--- src/rtl/axi4lite_pkg.sv ---
// axi4lite_pkg: AXI4-Lite response codes and memory-bridge state encoding
package axi4lite_pkg;

    localparam logic [1:0] RESP_OKAY   = 2'b00;
    localparam logic [1:0] RESP_EXOKAY = 2'b01;
    localparam logic [1:0] RESP_SLVERR = 2'b10;
    localparam logic [1:0] RESP_DECERR = 2'b11;

    typedef enum logic [2:0] {
        IDLE,
        RD_ADDR,
        RD_DATA,
        WR_REQ,
        WR_RESP,
        RESP
    } bridge_state_t;

    function automatic logic resp_is_err(input logic [1:0] r);
        return r == RESP_SLVERR || r == RESP_DECERR;
    endfunction

endpackage

--- src/rtl/axi4lite_mem_bridge.sv ---
// axi4lite_mem_bridge: single-outstanding core memory request to AXI4-Lite master bridge
module axi4lite_mem_bridge
    import axi4lite_pkg::*;
(
    input  logic        clk,
    input  logic        rst,
    input  logic        req_valid,
    output logic        req_ready,
    input  logic        req_we,
    input  logic [31:0] req_addr,
    input  logic [31:0] req_wdata,
    input  logic [3:0]  req_wstrb,
    output logic        resp_valid,
    input  logic        resp_ready,
    output logic [31:0] resp_rdata,
    output logic        resp_err,
    output logic        master_awvalid,
    output logic [31:0] master_awaddr,
    input  logic        master_awready,
    output logic        master_wvalid,
    output logic [31:0] master_wdata,
    output logic [3:0]  master_wstrb,
    input  logic        master_wready,
    output logic        master_bready,
    input  logic        master_bvalid,
    input  logic [1:0]  master_bresp,
    output logic        master_arvalid,
    output logic [31:0] master_araddr,
    input  logic        master_arready,
    output logic        master_rready,
    input  logic        master_rvalid,
    input  logic [1:0]  master_rresp,
    input  logic [31:0] master_rdata
);

    bridge_state_t state, state_nxt;
    logic [31:0]   addr_q, wdata_q, rdata_q;
    logic [3:0]    wstrb_q;
    logic          aw_done, w_done, err_q;
    logic          accept, aw_all, w_all;

    assign req_ready      = state == IDLE && !rst;
    assign accept         = req_valid && req_ready;
    assign master_arvalid = state == RD_ADDR;
    assign master_araddr  = addr_q;
    assign master_rready  = state == RD_DATA;
    assign master_awvalid = state == WR_REQ && !aw_done;
    assign master_awaddr  = addr_q;
    assign master_wvalid  = state == WR_REQ && !w_done;
    assign master_wdata   = wdata_q;
    assign master_wstrb   = wstrb_q;
    assign master_bready  = state == WR_RESP;
    assign resp_valid     = state == RESP;
    assign resp_rdata     = rdata_q;
    assign resp_err       = err_q;
    // a channel counts as complete either from an earlier handshake or one happening now
    assign aw_all = aw_done || (master_awvalid && master_awready);
    assign w_all  = w_done || (master_wvalid && master_wready);

    always_comb begin
        state_nxt = state;
        case (state)
            IDLE:    if (accept) state_nxt = req_we ? WR_REQ : RD_ADDR;
            RD_ADDR: if (master_arready) state_nxt = RD_DATA;
            RD_DATA: if (master_rvalid) state_nxt = RESP;
            WR_REQ:  if (aw_all && w_all) state_nxt = WR_RESP;
            WR_RESP: if (master_bvalid) state_nxt = RESP;
            RESP:    if (resp_ready) state_nxt = IDLE;
            default: state_nxt = IDLE;
        endcase
    end

    always_ff @(posedge clk) begin
        if (rst) begin
            state   <= IDLE;
            aw_done <= 1'b0;
            w_done  <= 1'b0;
            rdata_q <= '0;
            err_q   <= 1'b0;
        end else begin
            state   <= state_nxt;
            aw_done <= state == WR_REQ && aw_all && !w_all;
            w_done  <= state == WR_REQ && w_all && !aw_all;
            if (state == RD_DATA && master_rvalid) begin
                rdata_q <= master_rdata;
                err_q   <= resp_is_err(master_rresp);
            end else if (state == WR_RESP && master_bvalid) begin
                rdata_q <= '0;
                err_q   <= resp_is_err(master_bresp);
            end
        end
    end

    always_ff @(posedge clk) begin
        if (accept) begin
            addr_q  <= req_addr;
            wdata_q <= req_wdata;
            wstrb_q <= req_wstrb;
        end
    end

endmodule

--- config.mk ---
export PLATFORM = sky130hd
export DESIGN_NAME = axi4lite_mem_bridge
export DESIGN_NICKNAME = d
export VERILOG_FILES = /design/src/rtl/axi4lite_pkg.sv /design/src/rtl/axi4lite_mem_bridge.sv
export SDC_FILE = /design/constraint.sdc
export NUM_CORES = 1
export LEC_CHECK = 0
export ABC_AREA = 1
export BUFFER_PORTS_ARGS = -buffer_cell sky130_fd_sc_hd__buf_4
export CELL_PAD_IN_SITES_DETAIL_PLACEMENT = 0
export CELL_PAD_IN_SITES_GLOBAL_PLACEMENT = 2
export CORE_AREA = 5 5 140 142
export DETAILED_ROUTE_END_ITERATION = 8
export DIE_AREA = 0 0 145 147
export GPL_TIMING_DRIVEN = 0
export PLACE_DENSITY = 0.83
export SYNTH_ARGS = -nofsm -noshare
export SYNTH_HDL_FRONTEND = slang
export SYNTH_SLANG_ARGS = --single-unit
--- constraint.sdc ---
create_clock -name clk -period 6.21 [get_ports clk]
set_clock_uncertainty 0.05 [all_clocks]
set_input_delay 1.242 -clock clk [delete_from_list [all_inputs] [get_ports clk]]
set_output_delay 1.242 -clock clk [all_outputs]
set_load 0.03 [all_outputs]
# Word-level counts from Yosys, hierarchy flattened
# Index checks and enable logic that the tools add are counted.
dict set report classes {
  n_eq_ne 15
  muxes 12
  reduce_logical 25
}
# operator n
set ops {}
lappend ops {{32-bit 2-to-1 mux} 2}
lappend ops {{3-bit 2-to-1 mux} 6}
lappend ops {{3-bit case mux with 6 select lines} 1}
lappend ops {{1-bit logical AND} 13}
lappend ops {{2-bit == test (second input constant)} 4}
lappend ops {{2-bit by 1-bit != test with 1-bit output (second input constant)} 4}
lappend ops {{3-bit by 2-bit == test with 1-bit output (second input constant)} 2}
lappend ops {{3-bit == test (second input constant)} 2}
lappend ops {{6-bit AND reduction} 1}
lappend ops {{1-bit logical NOT} 5}
lappend ops {{1-bit logical OR} 4}
lappend ops {{2-bit != test (second input constant)} 2}
lappend ops {{3-bit by 1-bit == test with 1-bit output (second input constant)} 1}
lappend ops {{3-bit logical NOT} 1}
lappend ops {{1-bit 2-to-1 mux} 2}
lappend ops {{2-bit 2-to-1 mux} 1}
lappend ops {{2-bit nonzero test} 1}
dict set report word_totals {
  ff_bits 106
  inputBits 114
  out_inout_bits 140
  wordCells 60
}

# Depth between registers and ports, before layout
dict set report depth {
  depth_word 7
  mapped_depth 10
  ltp_nobuf 9
}

# Worst setup path before layout
# No wires, ideal clock.
dict set report synth_timing {
  kind {input port to flip-flop}
  from {in rst}
  to {reg addr_q[0] (netlist: master_araddr[0]) (enable)}
  setup_time_ns 0.578
  arrival_time_ns 6.097
  required_time_ns 5.582
  path_slack_ns -0.514
  stages 2
  path_cell_list {clkbuf_1 -> nor3_1}
}
dict set report synth_between {
  elab_chain_len 3
}
# element line_no
set synth_rtl {}
lappend synth_rtl {{start, declared} axi4lite_mem_bridge.sv:6} ;# input logic rst,
lappend synth_rtl {{1-bit logical NOT} axi4lite_mem_bridge.sv:42} ;# assign req_ready = state == IDLE && !rst;
lappend synth_rtl {{1-bit logical AND} axi4lite_mem_bridge.sv:42}
lappend synth_rtl {{1-bit logical AND} axi4lite_mem_bridge.sv:43} ;# assign accept = req_valid && req_ready;
lappend synth_rtl {{named net accept} axi4lite_mem_bridge.sv:40} ;# logic accept, aw_all, w_all;
lappend synth_rtl {{end signal, assigned} axi4lite_mem_bridge.sv:96} ;# addr_q <= req_addr;
lappend synth_rtl {{end, declared} axi4lite_mem_bridge.sv:37} ;# logic [31:0] addr_q, wdata_q, rdata_q;
# The timed path passes the listed nets, and every way through them passes these cells.
# A chain may end at the register's enable or synchronous reset.

# Worst setup path after layout
dict set report layout_timing {
  from {in rst}
  to {out req_ready}
}
dict set report layout_between {
  elab_chain_len 2
}
# element line_no
set layout_rtl {}
lappend layout_rtl {{1-bit logical NOT} axi4lite_mem_bridge.sv:42}
lappend layout_rtl {{1-bit logical AND} axi4lite_mem_bridge.sv:42}
lappend layout_rtl {{end, declared} axi4lite_mem_bridge.sv:8} ;# output logic req_ready,
# Every way passes these cells.

==> metrics.md <==
| Metric | Value |
|---|---|
| Tmin final | `3670 ps` |
| Largest net degree at the start of global routing | `24` |
| DRT Pass-1 Iters | `4` |
| Compound-Gate Fraction of Synth Area | `0.0476` |
| Lkg Pwr | `2.78 nW` |
| Post-Synth Adder-Cell Area | `0` |
| IO Pins | `254` |
| Fin crit share | `0.591` |
| CTS Root Buffer Type | `clkbuf_16` |
| Max-cap violations | `0` |
| Critical path buffer and inverter count | `3` |
| Average via count per standard cell | `3.99` |
| GRT overflow | `0` |
| Area Growth Syn to Fin | `64.2%` |
| CORE AREA | `18300 um^2` |
| Final ANT Viol Nets | `0` |
| Max-slew headroom | `0.600` |
| RSZ-0062 raised after global routing | `false` |
| Worst hold path type | `reg2reg` |
| Placer Congestion | `0.762` |
| Hold depth | `2` |
| Post-CTS setup buffers | `0` |
| Top cell type's share of synthesized area | `0.521` |
| VDD IR-drop max | `0.175 mV` |
| Final Non-Filler Cells | `822` |
| Antenna cells | `0` |
| Min Hold Slack | `414 ps` |
| H-tree Lvls | `3` |
| Async SR Flop Fraction | `0` |
| DP HPWL | `10500 um` |
| Die Y | `147 um` |
| CTS tree | `done` |
| DRT iter0 DRCs | `78` |
| Post-synth EDFFs | `68` |
| Finish-stage setup viols | `0` |
| Post-synth top cells | `edfxtp_1, nand2_1, dfxtp_1, a21oi_1, nand3_1` |
| Dpl cell area | `6150 um^2` |
| Hold buffers post-CTS | `0` |
| Placed Cells | `806` |
| Hold_sp | `resp_rdata[14]` |
| CP arrival | `2380 ps` |
| Post-synthesis mux area share | `0` |
| Initial antenna violation count | `0` |
| Post-synthesis sequential area ratio | `0.715` |
| Status | `finished, final reports clean` |
| Clk sinks | `106` |
| Die area | `21300 um^2` |
| Maximum clock insertion buffer count | `2` |
| Post-route cell area | `6440 um^2` |
| Port bufs | `249` |
| XOR/XNOR Fraction of Synth Area | `0` |
| Clock latency on the worst-skew pair | `340 ps` |
| Flop-to-flop setup slack | `4000 ps` |
| YS warnings | `0` |
| Yosys cell types | `21` |
| Reg2reg end | `master_wdata[17]` |
| Hold path endpoint | `resp_rdata[14]` |
| Tot Pwr | `2.21 mW` |
| Simple-gate share of the synthesized area | `0.132` |
| F_max | `273 MHz` |
| CP endpoint kind | `output pin` |
| DP Worst Slack | `2510 ps` |
| Synth top area cells | `edfxtp_1, dfxtp_1, buf_4, nand2_1, a21oi_1` |
| Worst slew pin tran | `600 ps` |
| Vias | `3277` |
| WL/cell | `15.4 um` |
| Die Wd | `145 um` |
| Avg Cell Area, Syn | `12.2 um^2` |
| Starting density of the core | `0.214` |
| Kind of critical path | `in2out` |
| Delay-heaviest family, CP | `buffers and inverters` |
| CP Data Required Time | `4920 ps` |
| Tot GR Track Use | `0.112` |
| Layout cells sized above 1 | `0.534` |
| Synthesized net count | `434` |
| Crit-path max FO | `10` |
| Number of global-route vias before repair | `3277` |
| First-pass GRT wire length | `18900 um` |
| Post-synth top area cell | `edfxtp_1` |
| Top_reg_cell synth | `edfxtp_1` |
| Detailed Route WL | `12700 um` |
| Worst r2r path cells | `7` |
| Most common cell in the netlist | `edfxtp_1` |
| Clock Pin Slew Worst Setup and Hold Paths | `80 ps` |
| Post-Syn Area | `3920 um^2` |
| Final core area utilization | `0.351` |
| Main combinational cell family by area after synthesis | `simple AND/OR/NAND/NOR gates` |
| Setup crit start kind | `input pin` |
| Number of cells upsized or downsized after cts | `0` |
| Power per cell area | `343 nW/um^2` |
| Fin Setup TNS | `0 ps` |
| Final #Nets | `697` |
| Final Worst Setup Slack | `2540 ps` |
| Cell count after synthesis | `320` |
| Row Count | `50` |
| Detailed-route DRC error count | `0` |
| Slowest stage delay, CP | `450 ps` |
| Worst reg2reg path startpoint | `state[0]` |
| Synth Register Bits | `106` |
| Hold Fails Final Rpt | `0` |
| Slowest CP cell | `clkbuf_1` |
| Total CTS buffers | `9` |
| Most used cell, CP | `clkbuf_1` |
| Crit path cell chain | `clkbuf_1, clkbuf_1, nor2_1, buf_4` |
| Final Max Tran Viols | `0` |
## routing by layer
layer	vias up	global-route usage	wire, um
li1	1602	-	-
met1	1503	0.126	4940
met2	161	0.197	6430
met3	11	0.0506	1220
met4	0	0.0226	88
met5	-	0	0
## layout by cell type, fill, tap and decap left out, drive strengths merged
cell type / n
nor2: 14
clkinv: 5
nand2: 49
buf: 293
clkbuf: 17
a21oi: 35
dfxtp: 38
nand3b: 2
edfxtp: 68
inv: 18
nand3: 36
nor3: 6
nand4: 5
o21ai: 1
a31oi: 1
## worst register-to-register path, cell delays in order (launching register included)
cell and delay [ps]:
dfxtp_1 360, buf_6 160, nor3_1 230, inv_1 120
nor3_4 310, buf_8 260, buf_8 230, buf_16 200
## power breakdown
part / leakage [nW] / switching (mW) / internal, mW
logic: 1.71 / 0.477 / 0.296
registers: 0.931 / 0.0377 / 0.848
clock network: 0.141 / 0.268 / 0.279
## registers in the layout, summed over array words and instances (netlist names)
| signal | cells |
|---|---|
| state | 3 |
| resp_rdata | 32 |
| master_wdata | 32 |
| master_araddr | 32 |
| master_wstrb | 4 |
| w_done | 1 |
| resp_err | 1 |
| aw_done | 1 |
## logic make-up (layout without fill, tap and decap cells)
family,count (synthesis),count (layout)
and+or+nand+nor,112,112
AOI/OAI and AO/OA,37,37
DFF,106,106
buffers and inverters,65,333
## worst max-delay path by stage
stage | slack (ps) | end | cells after the start | start
finish | 2540 | req_ready | 4 | rst
global route | 2420 | req_ready | 4 | rst
CTS | 2510 | req_ready | 4 | rst
detailed placement | 2510 | req_ready | 4 | rst
global placement | 540 | master_araddr[6] | 2 | rst
floorplan | 1570 | master_araddr[0] | 2 | rst
## cell type report
cell class              count  area (um^2)
fillers                  1828        11900
flip-flops and latches    106         2800
repair buffers            252         1930
multi-input cells         149          714
plain buffers              49          353
well taps                 234          293
clock buffers               9          225
clock inverters             7         61.3
inverters                  16         60.1
Power figures use the tool's default switching activity.
